==> src/rtl/vera_video_pkg.sv <==
// ============================================================================
// Module  : vera_video_pkg
// Purpose : Shared widths and field positions for the palette / video path.
//           Holds the RGB slice within a palette RAM word, the {vsync,hsync}
//           bit order, and the entry layout of the output skid FIFO.
// Ports   : none (package)
// Revision: 1.0  initial release
// ============================================================================
`default_nettype none

package vera_video_pkg;

  localparam int RGB_W      = 12;
  localparam int PAL_IDX_W  = 8;
  localparam int PAL_DATA_W = 16;

  // RGB occupies the low bits of the palette word; the top nibble is unused.
  localparam int RGB_LSB = 0;
  localparam int RGB_MSB = RGB_LSB + RGB_W - 1;

  // Sync sideband is {vsync,hsync}.
  localparam int SYNC_W         = 2;
  localparam int SYNC_HSYNC_BIT = 0;
  localparam int SYNC_VSYNC_BIT = 1;

  localparam int ENTRY_W = RGB_W + SYNC_W;

  localparam logic [RGB_W-1:0] RGB_BLACK = '0;

  // One output FIFO entry: colour plus its aligned sync bits.
  typedef struct packed {
    logic [RGB_W-1:0]  rgb;
    logic [SYNC_W-1:0] sync;
  } pix_entry_t;

  function automatic logic [RGB_W-1:0] pal_to_rgb(input logic [PAL_DATA_W-1:0] word);
    return word[RGB_MSB:RGB_LSB];
  endfunction

endpackage

`default_nettype wire

==> src/rtl/pix_skid_fifo.sv <==
// ============================================================================
// Module  : pix_skid_fifo
// Purpose : Small synchronous FIFO used as the output skid buffer. Pointers
//           wrap modulo DEPTH, which need not be a power of two.
// Ports   : clk_i        clock
//           rst_i        asynchronous reset, active-high
//           push_i       write push_data_i (ignored only if full and no pop)
//           push_data_i  entry to write
//           pop_i        remove head entry (ignored when empty)
//           count_o      number of stored entries
//           empty_o      no entries stored
//           head_o       oldest entry (undefined while empty)
// Revision: 1.0  initial release
// ============================================================================
`default_nettype none

module pix_skid_fifo #(
  parameter int DEPTH = 3,
  parameter int WIDTH = 14
) (
  input  logic                         clk_i,
  input  logic                         rst_i,
  input  logic                         push_i,
  input  logic [WIDTH-1:0]             push_data_i,
  input  logic                         pop_i,
  output logic [$clog2(DEPTH+1)-1:0]   count_o,
  output logic                         empty_o,
  output logic [WIDTH-1:0]             head_o
);

  localparam int CNT_W = $clog2(DEPTH + 1);
  localparam int PTR_W = (DEPTH > 1) ? $clog2(DEPTH) : 1;
  localparam logic [PTR_W-1:0] PTR_LAST = PTR_W'(DEPTH - 1);
  localparam logic [CNT_W-1:0] CNT_FULL = CNT_W'(DEPTH);

  logic [WIDTH-1:0] mem [DEPTH];
  logic [PTR_W-1:0] wr_ptr;
  logic [PTR_W-1:0] rd_ptr;
  logic [CNT_W-1:0] count;
  logic             full;
  logic             do_push;
  logic             do_pop;

  function automatic logic [PTR_W-1:0] ptr_next(input logic [PTR_W-1:0] p);
    return (p == PTR_LAST) ? '0 : p + 1'b1;
  endfunction

  assign full    = (count == CNT_FULL);
  assign empty_o = (count == '0);
  assign count_o = count;
  assign head_o  = mem[rd_ptr];

  assign do_pop  = pop_i & ~empty_o;
  // A full FIFO can still take a write when the head leaves in the same cycle.
  assign do_push = push_i & (~full | do_pop);

  // Storage needs no reset: entries are only visible through count.
  always_ff @(posedge clk_i) begin
    if (do_push) begin
      mem[wr_ptr] <= push_data_i;
    end
  end

  always_ff @(posedge clk_i or posedge rst_i) begin
    if (rst_i) begin
      wr_ptr <= '0;
      rd_ptr <= '0;
      count  <= '0;
    end else begin
      if (do_push) begin
        wr_ptr <= ptr_next(wr_ptr);
      end
      if (do_pop) begin
        rd_ptr <= ptr_next(rd_ptr);
      end
      case ({do_push, do_pop})
        2'b10:   count <= count + 1'b1;
        2'b01:   count <= count - 1'b1;
        default: count <= count;
      endcase
    end
  end

endmodule

`default_nettype wire

==> src/rtl/palette_lookup.sv <==
// ============================================================================
// Module  : palette_lookup
// Purpose : Converts the composer's 8-bit pixel-index stream into 12-bit RGB
//           via the external 256x16 palette RAM (1-cycle read latency), with
//           the sync sideband kept aligned. A skid FIFO with reserved
//           occupancy guarantees an issued RAM read is never lost.
// Ports   : clk_i          video clock (shared with RAM read port)
//           rst_i          asynchronous reset, active-high
//           pix_valid_i    pixel offered
//           pix_ready_o    pixel accepted this cycle (registered state only)
//           pix_idx_i      palette index
//           pix_blank_i    blanking pixel -> black output
//           pix_border_i   border pixel -> use border_idx_i
//           pix_sync_i     {vsync,hsync} of the pixel
//           border_idx_i   border palette index
//           pal_rd_en_o    palette RAM read enable
//           pal_rd_addr_o  palette RAM read address
//           pal_rd_data_i  palette RAM read data (cycle after pal_rd_en_o)
//           rgb_valid_o    RGB output valid
//           rgb_ready_i    encoder accepts RGB
//           rgb_o          {R,G,B} 4 bits each
//           sync_o         {vsync,hsync} aligned with rgb_o
// Revision: 1.0  initial release
// ============================================================================
`default_nettype none

module palette_lookup
  import vera_video_pkg::*;
#(
  parameter int                SKID_DEPTH = 3,
  parameter logic [SYNC_W-1:0] SYNC_IDLE  = 2'b00
) (
  input  logic                  clk_i,
  input  logic                  rst_i,
  input  logic                  pix_valid_i,
  output logic                  pix_ready_o,
  input  logic [PAL_IDX_W-1:0]  pix_idx_i,
  input  logic                  pix_blank_i,
  input  logic                  pix_border_i,
  input  logic [SYNC_W-1:0]     pix_sync_i,
  input  logic [PAL_IDX_W-1:0]  border_idx_i,
  output logic                  pal_rd_en_o,
  output logic [PAL_IDX_W-1:0]  pal_rd_addr_o,
  input  logic [PAL_DATA_W-1:0] pal_rd_data_i,
  output logic                  rgb_valid_o,
  input  logic                  rgb_ready_i,
  output logic [RGB_W-1:0]      rgb_o,
  output logic [SYNC_W-1:0]     sync_o
);

  localparam int CNT_W = $clog2(SKID_DEPTH + 1);
  localparam logic [CNT_W:0] OCC_LIMIT = (CNT_W + 1)'(SKID_DEPTH);

  logic [CNT_W-1:0]  fifo_count;
  logic              fifo_empty;
  logic [ENTRY_W-1:0] fifo_head_bits;
  pix_entry_t        fifo_head;
  pix_entry_t        push_entry;

  logic              accept;
  logic              pop;
  logic [CNT_W:0]    occ;

  // Stage B: sideband of the read currently in flight.
  logic              inflight;
  logic              b_blank;
  logic [SYNC_W-1:0] b_sync;

  // Values shown while the FIFO is empty.
  logic [RGB_W-1:0]  last_rgb;
  logic [SYNC_W-1:0] last_sync;

  // Palette bits above the RGB field carry nothing for this block.
  logic              unused_pal_hi;
  assign unused_pal_hi = ^pal_rd_data_i[PAL_DATA_W-1:RGB_MSB+1];

  // The in-flight read already owns a FIFO slot, so counting it here is what
  // lets stage B push unconditionally. Ready depends only on registers.
  assign occ         = {1'b0, fifo_count} + (CNT_W + 1)'(inflight);
  assign pix_ready_o = (occ < OCC_LIMIT);

  assign accept        = pix_valid_i & pix_ready_o;
  assign pal_rd_en_o   = accept;
  assign pal_rd_addr_o = pix_border_i ? border_idx_i : pix_idx_i;

  always_ff @(posedge clk_i or posedge rst_i) begin
    if (rst_i) begin
      inflight <= 1'b0;
      b_blank  <= 1'b0;
      b_sync   <= SYNC_IDLE;
    end else begin
      inflight <= accept;
      if (accept) begin
        b_blank <= pix_blank_i;
        b_sync  <= pix_sync_i;
      end
    end
  end

  // Blank overrides border: the read was still issued, its data is dropped.
  always_comb begin
    push_entry      = '0;
    push_entry.rgb  = b_blank ? RGB_BLACK : pal_to_rgb(pal_rd_data_i);
    push_entry.sync = b_sync;
  end

  assign pop = rgb_valid_o & rgb_ready_i;

  pix_skid_fifo #(
    .DEPTH (SKID_DEPTH),
    .WIDTH (ENTRY_W)
  ) u_skid_fifo (
    .clk_i       (clk_i),
    .rst_i       (rst_i),
    .push_i      (inflight),
    .push_data_i (push_entry),
    .pop_i       (pop),
    .count_o     (fifo_count),
    .empty_o     (fifo_empty),
    .head_o      (fifo_head_bits)
  );

  assign fifo_head = fifo_head_bits;

  always_ff @(posedge clk_i or posedge rst_i) begin
    if (rst_i) begin
      last_rgb  <= RGB_BLACK;
      last_sync <= SYNC_IDLE;
    end else if (pop) begin
      last_rgb  <= fifo_head.rgb;
      last_sync <= fifo_head.sync;
    end
  end

  assign rgb_valid_o = ~fifo_empty;
  assign rgb_o       = fifo_empty ? last_rgb  : fifo_head.rgb;
  assign sync_o      = fifo_empty ? last_sync : fifo_head.sync;

endmodule

`default_nettype wire

==> config.mk <==
export PLATFORM = sky130hd
export DESIGN_NAME = palette_lookup
export DESIGN_NICKNAME = d
export VERILOG_FILES = /design/src/rtl/vera_video_pkg.sv /design/src/rtl/pix_skid_fifo.sv /design/src/rtl/palette_lookup.sv
export SDC_FILE = /design/constraint.sdc
export NUM_CORES = 1
export LEC_CHECK = 0
export CAP_MARGIN = 20
export CORE_MARGIN = 2
export CORE_UTILIZATION = 54
export CTS_CLUSTER_DIAMETER = 80
export DETAILED_ROUTE_END_ITERATION = 16
export GPL_TIMING_DRIVEN = 0
export PLACE_DENSITY_LB_ADDON = 0.12
export SETUP_SLACK_MARGIN = 0.5
export SYNTH_ARGS = -nofsm -noshare
export SYNTH_HDL_FRONTEND = slang
export SYNTH_HIERARCHICAL = 1
export SYNTH_SLANG_ARGS = --single-unit
==> constraint.sdc <==
create_clock -name clk_i -period 5.35 [get_ports clk_i]
set_input_delay 1.07 -clock clk_i [delete_from_list [all_inputs] [get_ports clk_i]]
set_output_delay 1.07 -clock clk_i [all_outputs]
set_load 0.01 [all_outputs]
Word level (Yosys, flattened, before mapping). Memory sizes are Yosys's and may differ from the RTL's. Cells that the tools add are included.

Bitwise operators: 7. Equality and inequality tests: 5. $add $sub $neg: 5. Mux-type cells: 9. Reductions and logical operators: 2. Magnitude comparators: 1.

Operators by type and width (count): $mux 12 (2); $eq 2x2->1 const B (4); $mux 8 (1); $add 2x1->2 const B (3); $mux 2 (3); $and 1x1->1 (4); $pmux 2 s2 (1); $add 2x1->3 (1); $lt 3x2->1 const B (1); $eq 2x1->1 const B (1); $logic_not 2->1 (1); $mux 1 (2); $not 1->1 (2); $reduce_bool 2->1 (1); $sub 2x1->2 const B (1); $or 1x1->1 (1).

Flip-flop bits (word level): 24. Logic and storage cells: 38. Bits of input ports: 40. Output and inout port bits: 25. Memories kept: 1. Bits in writable memories: 42.

Memories: u_skid_fifo.mem (words 3, bits a word 14, read ports 1, clocked after Yosys merged registers in 0, write ports 1, line pix_skid_fifo.sv:36) `logic [WIDTH-1:0] mem [DEPTH];`.

Logic depth before layout (Yosys ltp).
Word-level depth: 8. Depth in mapped cells: 11. Mapped depth without buffers: 8.

Hierarchy. Netlist, hierarchy kept.

By module, submodules not included: pix_skid_fifo (times used 1, area an instance 1864.3 sq um, cells each 118, sequential area each 1411.4 sq um); palette_lookup (times used 1, area an instance 1108.6 sq um, cells each 83, sequential area each 450.4 sq um).

Worst setup path before layout. No wires, ideal clock.

Kind: input-to-reg. Start point: input rgb_ready_i. End point: memory u_skid_fifo.mem[2][0], enable pin. Setup time: 0.406 ns. Data arrival time: 2.652 ns. Stages on the path: 5. Slack: 2.292 ns. Required time: 4.944 ns. Path buffers: 2. Cells stage by stage: nor2b_2 > buf_6 > buf_12 > o21ai_4 > nor3b_1.

Longest elaborated chain between the ends: 6.

Ends and longest elaborated chain: from (decl) (line palette_lookup.sv:46) `input logic rgb_ready_i,`; $and 1x1->1 (line palette_lookup.sv:107) `assign pop = rgb_valid_o & rgb_ready_i;`; named net pop (line palette_lookup.sv:61) `logic pop;`; $and 1x1->1 (line pix_skid_fifo.sv:53) `assign do_pop = pop_i & ~empty_o;`; $or 1x1->1 (line pix_skid_fifo.sv:55) `assign do_push = push_i & (~full | do_pop);`; $and 1x1->1 (line pix_skid_fifo.sv:55); $mux 1 (line pix_skid_fifo.sv:59) `if (do_push) begin`; $mux 1 (not written as such) (line pix_skid_fifo.sv:60) `mem[wr_ptr] <= push_data_i;`; to (decl) (line pix_skid_fifo.sv:36).

The timed path passes the listed nets, and every way through them passes these cells.

Worst setup path in the final report.
Start point: input pix_valid_i. End point: output pal_rd_en_o.

Longest elaborated chain between the ends: 1.

Ends and longest elaborated chain: from (decl) (line palette_lookup.sv:35) `input logic pix_valid_i,`; $and 1x1->1 (line palette_lookup.sv:82) `assign accept = pix_valid_i & pix_ready_o;`; to (decl) (line palette_lookup.sv:42) `output logic pal_rd_en_o,`.

No other way between the ends.

==> key figures <==
Run status
  • Status: finished clean

Synthesis
  • Seq/Total Area, Yosys: 0.626
  • Cells after Synth: 201
  • Yosys cell types: 26
  • Ys Warns: 6
  • Multiplexer share of the synthesized area: 0.214
  • Compound-Gate Fraction of Synth Area: 0.0366
  • Syn Std Cell Area: 0.00297 mm2
  • Main combinational cell family by area after synthesis: multiplexers
  • Post-Syn Area per Cell: 14.8 um2
  • XOR/XNOR Fraction of Synth Area: 0.00884
  • Adder-cell share of the synthesized area: 0.0126
  • Simple-Gate Fraction of Synth Area: 0.0665
  • #FFs+latches synth: 66
  • Syn nets: 244

Place
  • Placed cells: 334
  • Worst slack at placement: slightly below 2 ns
  • DP HPWL: 4.07 mm
  • GPL Wtd Cong: 0.685
  • IO buf count: 59

STA
  • FMAX: 294 MHz
  • Max_slew headroom: 0.473
  • Fin. Hold Viols: 0
  • RSZ-0062 raised after global routing: false
  • Period utilisation layout: 0.635
  • Final WS setup: 1.95 ns
  • Final Skew: about 0.0067 ns
  • Hold Slack: 0.506 ns
  • Actual slew at the worst max-slew pin: approximately 0.79 ns
  • Post-layout min period: about 3.4 ns
  • Setup Viol. Count Final: 0
  • Total negative slack: 0 ns
  • Final Max Tran Viols: 0

Finish
  • Layout cells sized above 1: 0.237
  • Commonest cells after routing, fill and taps aside: 59 x clkdlybuf4s50_1, 42 x edfxtp_1, 32 x mux2_2, 24 x dfrtp_1, 17 x nand2_1
  • Most common cell after layout, fill and taps aside: clkdlybuf4s50_1
  • Area Growth Syn to Fin: 29.1%
  • Final Non-Filler Cells: 350
  • Final nets: about 320
  • N_diodes: 0

CTS
  • Clock Latency Late Sink: 0.33 ns
  • Clock Tree Buf Depth: 2
  • CTS Buf Count: 9
  • # hold bufs at CTS: 0
  • TritonCTS clock tree: yes
  • Post_cts resized: 0
  • # H-tree levels: 3
  • Worst-path clk slew: roughly 0.060 ns
  • Post CTS Setup Buffer Count: 0
  • CTS Sinks: 66
  • Clk root buf: clkbuf_8

Worst setup path
  • Crit Path Max Fanout: 4
  • Most frequent CP cell: clkdlybuf4s50_1
  • Crit path buffers/inverters: 3
  • Family with the most delay on the worst path: buffers and inverters
  • Max incr delay on CP: 0.54 ns
  • Setup crit start kind: input pin
  • Worst Path Arrival: 2.33 ns
  • R2R Setup Slk: 2.99 ns
  • Required time of the critical path: 4.28 ns
  • Slowest-stage cell, CP: clkdlybuf4s50_1
  • Kind of end point of the critical path: output port
  • Worst-path cell chain: clkdlybuf4s50_1, nand2_1, inv_1, clkdlybuf4s50_1
  • CP Class: input pin to output port

Floorplanning
  • Die Ht: 78.2 um
  • Core ar.: 0.00541 mm2
  • Starting Density: 0.550
  • I/O pins: between 60 and 70
  • DIE AREA: roughly 0.0061 mm2
  • Row count: 27
  • Die X: 78.2 um

Routing
  • Avg WL per Cell: 16.5 um
  • TritonRoute pass-1 iters: 4
  • Drt drc: 0
  • Vias/cell: 5.07
  • Post-route ant nets: 0
  • Detailed Route Iter0 Violations: 88
  • Final wirelength: 5.77 mm
  • Total number of vias: 1775

Global routing
  • Grt met3 use: 0.0506
  • Met2 usage: 0.311
  • First-pass GRT wire length: 9.17 mm
  • GRT Overall Usage: 0.205
  • Busiest grt layer: met2
  • Gr ovfl total: 0
  • Vias in the first global route: 1815
  • Largest net degree at the start of global routing: 19
  • Initial antenna violation count: 0
  • Met1 Use GR: 0.280

Pwr
  • PD cells: 568 mW/mm2
  • VDD IR-drop max: approximately 340 uV
  • Leakage Power: 1.48 nW
  • Power Total: between 0.002 and 0.0025 W

Worst hold path
  • Hold/Removal Path Class: register to register

Job
  • Maxcap violations: 0
## stage by stage
| step | util | cell area (um2) |
|---|---|---|
| floorplan | - | 2970 |
| global placement | 0.676 | 3650 |
| detailed placement | 0.682 | 3690 |
| CTS | 0.710 | 3840 |
| global route | 0.710 | 3840 |
| finish | 0.710 | 3840 |
## synth_stat cells
| cell | number | area, um2 |
|---|---|---|
| mux2_2 | 32 | 360 |
| nor2b_2 | 1 | 8.76 |
| ha_1 | 3 | 37.5 |
| xor2_1 | 1 | 8.76 |
| nor3_1 | 2 | 10.0 |
| mux2i_1 | 14 | 140 |
| xnor2_1 | 2 | 17.5 |
| nor2b_1 | 13 | 81.3 |
| nand2b_1 | 1 | 6.26 |
| buf_12 | 1 | 20.0 |
| o21ai_0 | 16 | 80.1 |
| clkbuf_1 | 4 | 15.0 |
| inv_1 | 5 | 18.8 |
| buf_2 | 2 | 10.0 |
| buf_6 | 3 | 33.8 |
| edfxtp_1 | 42 | 1260 |
| a21oi_1 | 1 | 5.00 |
| nor2_1 | 3 | 11.3 |
| mux2_4 | 9 | 135 |
| nand2_1 | 17 | 63.8 |
| dfrtp_1 | 24 | 601 |
| buf_4 | 1 | 7.51 |
| and2b_2 | 1 | 8.76 |
| a21o_1 | 1 | 7.51 |
| o21ai_4 | 1 | 16.3 |
| nor3b_1 | 1 | 7.51 |
## routing by layer
metal	part of all wire	wire length [um]
met1	0.46	2670
met2	0.47	2710
met3	0.049	285
met4	0.019	112
met5	0	0
## power by group
group	switching [W]	total, W	internal (W)
clock network	0.000171	0.000333	0.000162
registers	0.0000878	0.000840	0.000752
logic	0.000451	0.00101	0.000556
## cells by family (layout without fill, tap and decap cells)
logic type | Yosys count | after routing
adders and majority gates | 3 | 3
muxes | 55 | 55
xor gates and xnor gates | 3 | 3
DFF | 66 | 66
and+or+nand+nor | 39 | 39
buffers and inverters | 16 | 93
AOI/OAI and AO/OA | 19 | 19
## final timing paths
| kind | start | end | cells after the start |
|---|---|---|---|
| min reg2reg | last_rgb[3] | last_rgb[3] | 1 |
| max reg2reg | u_skid_fifo/count_o[0] | u_skid_fifo/mem[0][9] | 8 |
| max | pix_valid_i | pal_rd_en_o | 4 |
| max in group asynchronous | rst_i | last_rgb[1] | 2 |
| min | last_rgb[3] | last_rgb[3] | 1 |
| min in group asynchronous | rst_i | u_skid_fifo/rd_ptr[0] | 2 |
## area by class of cell
class,instances,area [um2]
Clock inverter,5,21.3
Tap cell,72,90.1
Multi-Input combinational cell,119,1020
Inverter,5,18.8
Sequential cell,66,1860
Buffer,11,86.3
Fill cell,376,1570
Timing Repair Buffer,61,613
Clock buffer,11,131
## registers in the layout (all words and copies together) (netlist names)
| signal | count |
|---|---|
| u_skid_fifo/mem | 42 |
| last_rgb | 12 |
| b_sync | 2 |
| last_sync | 2 |
| u_skid_fifo/count_o | 2 |
| u_skid_fifo/rd_ptr | 2 |
| u_skid_fifo/wr_ptr | 2 |
| b_blank | 1 |
| inflight | 1 |
## worst register-to-register path, stage by stage (launching register included)
cell and delay (ns):
dfrtp_1 0.46, nor2_1 0.09, buf_6 0.14, nor2b_2 0.11, buf_6 0.14, buf_12 0.17, o21ai_4 0.11, nor3_2 0.61
buf_6 0.24
(Power assumes the default switching activity.)
